--- config.mk ---
export PLATFORM = sky130hd
export DESIGN_NAME = line_buffer_3x3
export DESIGN_NICKNAME = d
export VERILOG_FILES = /design/src/rtl/line_buffer_3x3.sv
export SDC_FILE = /design/constraint.sdc
export NUM_CORES = 2
export LEC_CHECK = 0
export ABC_AREA = 1
export BUFFER_PORTS_ARGS = -buffer_cell sky130_fd_sc_hd__buf_2
export CORE_UTILIZATION = 41
export DETAILED_ROUTE_END_ITERATION = 12
export PLACE_DENSITY = 0.65
export SLEW_MARGIN = 20
export SYNTH_ARGS = -nofsm -noshare
export SYNTH_HDL_FRONTEND = slang
export SYNTH_SLANG_ARGS = --single-unit
--- constraint.sdc ---
create_clock -name clk -period 2.4 [get_ports clk]
set_input_delay 0.72 -clock clk [delete_from_list [all_inputs] [get_ports clk]]
set_output_delay 0.72 -clock clk [all_outputs]
set_load 0.005 [all_outputs]
--- src/rtl/line_buffer_3x3.sv ---
// Raster-order RGB line buffer feeding a 3x3 window extractor.
// Keeps the two previous rows and a column-shift window; one output stage with win_ready backpressure.
module line_buffer_3x3 #(
  parameter int WIDTH       = 32,
  parameter int HEIGHT      = 32,
  parameter int KERNEL_SIZE = 3
) (
  input  logic        clk,
  input  logic        rstb,
  input  logic [23:0] pix_in,
  input  logic        pix_valid,
  output logic        pix_ready,
  output logic [23:0] out_data_1,
  output logic [23:0] out_data_2,
  output logic [23:0] out_data_3,
  output logic [23:0] out_data_4,
  output logic [23:0] out_data_5,
  output logic [23:0] out_data_6,
  output logic [23:0] out_data_7,
  output logic [23:0] out_data_8,
  output logic [23:0] out_data_9,
  output logic        buf_valid,
  output logic        row2_cond,
  output logic        frame_end,
  input  logic        win_ready
);

  localparam int CW = (WIDTH > 1) ? $clog2(WIDTH) : 1;
  localparam int RW = (HEIGHT > 1) ? $clog2(HEIGHT) : 1;

  logic [CW-1:0] col;
  logic [RW-1:0] row;
  logic [23:0]   lb1 [WIDTH];
  logic [23:0]   lb2 [WIDTH];
  logic [23:0]   win [KERNEL_SIZE][KERNEL_SIZE];
  logic [23:0]   new_col [KERNEL_SIZE];
  logic          accept;
  logic          last_col;
  logic          last_row;

  assign pix_ready = !buf_valid || win_ready;
  assign accept    = pix_valid && pix_ready;
  assign last_col  = (col == CW'(WIDTH - 1));
  assign last_row  = (row == RW'(HEIGHT - 1));

  // Incoming window column: oldest row at the top, the live pixel at the bottom.
  always_comb begin
    new_col[0] = lb2[col];
    new_col[1] = lb1[col];
    new_col[2] = pix_in;
  end

  always_ff @(posedge clk or negedge rstb) begin
    if (!rstb) begin
      col <= '0;
      row <= '0;
    end else if (accept) begin
      if (last_col) begin
        col <= '0;
        row <= last_row ? '0 : row + 1'b1;
      end else begin
        col <= col + 1'b1;
      end
    end
  end

  always_ff @(posedge clk or negedge rstb) begin
    if (!rstb) begin
      for (int i = 0; i < WIDTH; i++) begin
        lb1[i] <= '0;
        lb2[i] <= '0;
      end
    end else if (accept) begin
      lb2[col] <= lb1[col];
      lb1[col] <= pix_in;
    end
  end

  always_ff @(posedge clk or negedge rstb) begin
    if (!rstb) begin
      for (int i = 0; i < KERNEL_SIZE; i++) begin
        for (int k = 0; k < KERNEL_SIZE; k++) begin
          win[i][k] <= '0;
        end
      end
    end else if (accept) begin
      for (int i = 0; i < KERNEL_SIZE; i++) begin
        for (int k = 0; k < KERNEL_SIZE - 1; k++) begin
          win[i][k] <= win[i][k+1];
        end
        win[i][KERNEL_SIZE-1] <= new_col[i];
      end
    end
  end

  // Border and row-wrap windows are still emitted; row2_cond tells downstream to drop them.
  always_ff @(posedge clk or negedge rstb) begin
    if (!rstb) begin
      buf_valid <= 1'b0;
      row2_cond <= 1'b0;
      frame_end <= 1'b0;
    end else if (accept) begin
      buf_valid <= 1'b1;
      row2_cond <= (row >= RW'(2)) && (col >= CW'(2));
      frame_end <= last_row && last_col;
    end else if (win_ready) begin
      buf_valid <= 1'b0;
    end
  end

  assign out_data_1 = win[0][0];
  assign out_data_2 = win[0][1];
  assign out_data_3 = win[0][2];
  assign out_data_4 = win[1][0];
  assign out_data_5 = win[1][1];
  assign out_data_6 = win[1][2];
  assign out_data_7 = win[2][0];
  assign out_data_8 = win[2][1];
  assign out_data_9 = win[2][2];

endmodule

==> impl_metrics.ini <==
[place]
gp_congestion = 0.906
hpwlAfterDp_um = 186000
port_buffers = 247
place_ws_ns = -0.363

[clock_network]
path_clk_slew_ns = 0.06
clockBufferDepth = 3
cts.htree.levels = 4
cts_root_buffer = clkbuf_16
cts_tree = yes
clkLatencyLatePin_ns = 0.89
clkSinkCount = 1765
cts_buffers = 184

[route]
drc_errors = 0
num_vias = 76800
drt_pre_antenna_iters = 6
drt_wl_total_um = 292000
wl_per_cell_um = 19.7
viasPerCell = 5.17
drt_iter0_drc = 8904
ant_nets = 0

[sta]
rsz0062_at_grt = yes
worst_slack_ns = -0.0305
slew_violations = 0
tns_ns = -0.197
layout_min_cycle_time_ns = 2.43
hold_violations = 0
relSlewSlack = 0.485
setup_viol_count_final = 18
finalCritPeriodShare = 1.01
clock-skew-final_ns = 0.0380
tightestPinTransition_ns = 0.773
fin_hold_ws_ns = 0.203
timing.fmax_ghz = 0.411

[yosys]
synth.top_cell.area_share = 0.521
yosysSeqAreaShare = 0.521
synth_nets = 11900
synth-seq-cells = 1765
synth_area_um2 = 84700
yosysWarnings = 0
avgSynthCellArea_um2 = 7.17
synth_area_leader_cell = dfrtp_1
yosys-top-cells-area = dfrtp_1 (52%), nand2_1 (26%), inv_1 (6.2%), o21ai_0 (4.6%), nand3_1 (4.4%)
synth_cell_type_count = 25
syn_inst = 11800

[global_route]
grt_max_degree = 102
grt_pass1_vias = 74100
grt_pass1_wl_um = 447000
antenna_found_initial = 13
grt.total_usage = 0.277
globalRouteOverflowTotal = 0

[die]
fp.dieH_um = 457
die_w_um = 457
rows = 166
dieArea_um2 = 208000
coreArea_um2 = 205000
start_util = 0.413
ios = 248

[min_path]
hold_class = in2reg
hold_depth = 4

[power]
clockPowerShare = 0.222
total_power_w = 0.137
p_sw_w = 0.0579
ir_worst_vdd_v = 0.000998
power.leakage_nw = 53.7
p_int_w = 0.0794
power.share.sequential = 0.347
swShare = 0.422
pwr-share-comb = 0.431
p_per_area_nw_per_um2 = 1370

[final_layout]
multi_input_area_um2 = 32300
fin_nets = 12000
final_common_cell = nand2_1
syn_to_final_growth_pct = 18.1
seq_area_um2 = 44200
layout_common_cells = nand2_1 (5,833), dfrtp_1 (1,762), inv_1 (1,398), o21ai_0 (785), nand3_1 (737)
final_layout_size_suffix_gt1_frac = 0.103
fill_cells = 19400

[critical_path]
worstPathArrival_ns = 3.19
cp-start-kind = register
required_ns = 3.16
critPathKind = reg2reg
end_kind = register
cp_max_fo = 21
reg2regPathDepth = 13

[run_status]
status = finished, violations left
violations = negative setup slack

[run]
max_cap_viol_count = 0
==> sequential cells by signal, indices dropped and copies added, names as in the netlist <==
signal	count
buf_valid	1
col	5
frame_end	1
lb1	768
lb2	768
out_data_1	24
out_data_2	24
out_data_3	24
out_data_4	24
out_data_5	24
out_data_6	24
out_data_7	24
out_data_8	24
out_data_9	24
row	5
row2_cond	1
==> cell type report <==
cell class | count | share of cell area
clock inverter | 65 | 0.00946
inverter | 1445 | 0.0545
timing repair buffer | 778 | 0.0838
multi-input combinational | 7833 | 0.322
sequential | 1765 | 0.441
clock buffer | 270 | 0.0546
tap | 2688 | 0.0336
antenna | 6 | 0.000150
==> what timing repair did <==
action                     in CTS  in global routing
hold buffers                    1                  0
setup buffers                   3                 13
resized for setup              35                 75
pin swaps                       0                  4
setup endpoints to repair     126                581
cloned                          2                  8
hold endpoints to repair        4                  0
==> power groups by stage <==
stage                     registers (W)  clock network, W  logic, W
after global placement           0.0475                 0    0.0558
after global routing             0.0489            0.0319    0.0646
final                            0.0476            0.0305    0.0592
after floorplan                  0.0464                 0    0.0335
after detailed placement         0.0479                 0    0.0567
after CTS                        0.0475            0.0308    0.0575
==> metal layers <==
metal / vias to the layer above / share of wire / GRT usage / wire length (um)
met2: 3621 / 0.45 / 0.434 / 130000
met4: 4 / 0.048 / 0.126 / 14000
li1: 35800 / - / - / -
met5: - / 0.000075 / 0 / 22
met1: 36800 / 0.41 / 0.376 / 121000
met3: 673 / 0.092 / 0.0462 / 26800
==> synth_stat cells <==
cell type / number
a211oi_1: 1
nor2_4: 7
buf_2: 245
nor3_4: 2
buf_1: 77
nand2_1: 5857
o22ai_1: 23
clkbuf_1: 441
a21oi_1: 50
nor3_1: 2
inv_1: 1398
nor2_1: 216
o31ai_1: 1
ha_1: 9
inv_2: 47
o21ai_1: 90
nand3_2: 1
o21ai_0: 785
dfrtp_1: 1765
nand2_2: 19
o311ai_0: 1
buf_4: 13
nor2_2: 21
nand3_1: 746
nor3_2: 2
==> per-stage QoR <==
step,cell area [um2],instances,utilization
after global routing,100000,14800,0.488
after CTS,99400,14800,0.485
after floorplan,84700,11800,-
final,100000,14900,0.488
after global placement,92800,14500,0.453
after detailed placement,92800,14500,0.453
==> critical path, cell delays in order (launching register included) <==
cell	delay, ns
dfrtp_4	0.57
inv_12	0.16
buf_16	0.21
buf_16	0.20
buf_12	0.18
nand2_1	0.07
nand3_1	0.08
nand2_2	0.12
nand2_1	0.09
nand2_1	0.10
nor2_4	0.17
nand3_4	0.18
nand2_1	0.11
inv_1	0.04
==> path summary, 6_finish.rpt <==
path / slack (ns) / to / from
max: -0.03 / out_data_3[2] / col[0]
min: 0.20 / buf_valid / win_ready
max reg2reg: -0.03 / out_data_3[2] / col[0]
min reg2reg: 0.47 / out_data_4[21] / out_data_4[21]
max in group asynchronous: 0.92 / lb2[262] / rstb
min in group asynchronous: 0.41 / lb2[484] / rstb
==> cells by family after synthesis <==
| kind of cell | after synthesis | synth area share |
|---|---|---|
| simple gates | 6873 | 0.318 |
| buf+inv | 2221 | 0.103 |
| flops | 1765 | 0.521 |
| compound gates | 951 | 0.0566 |
| fa+ha+maj | 9 | 0.00133 |
Note: power is estimated with default switching activity, not from simulation.
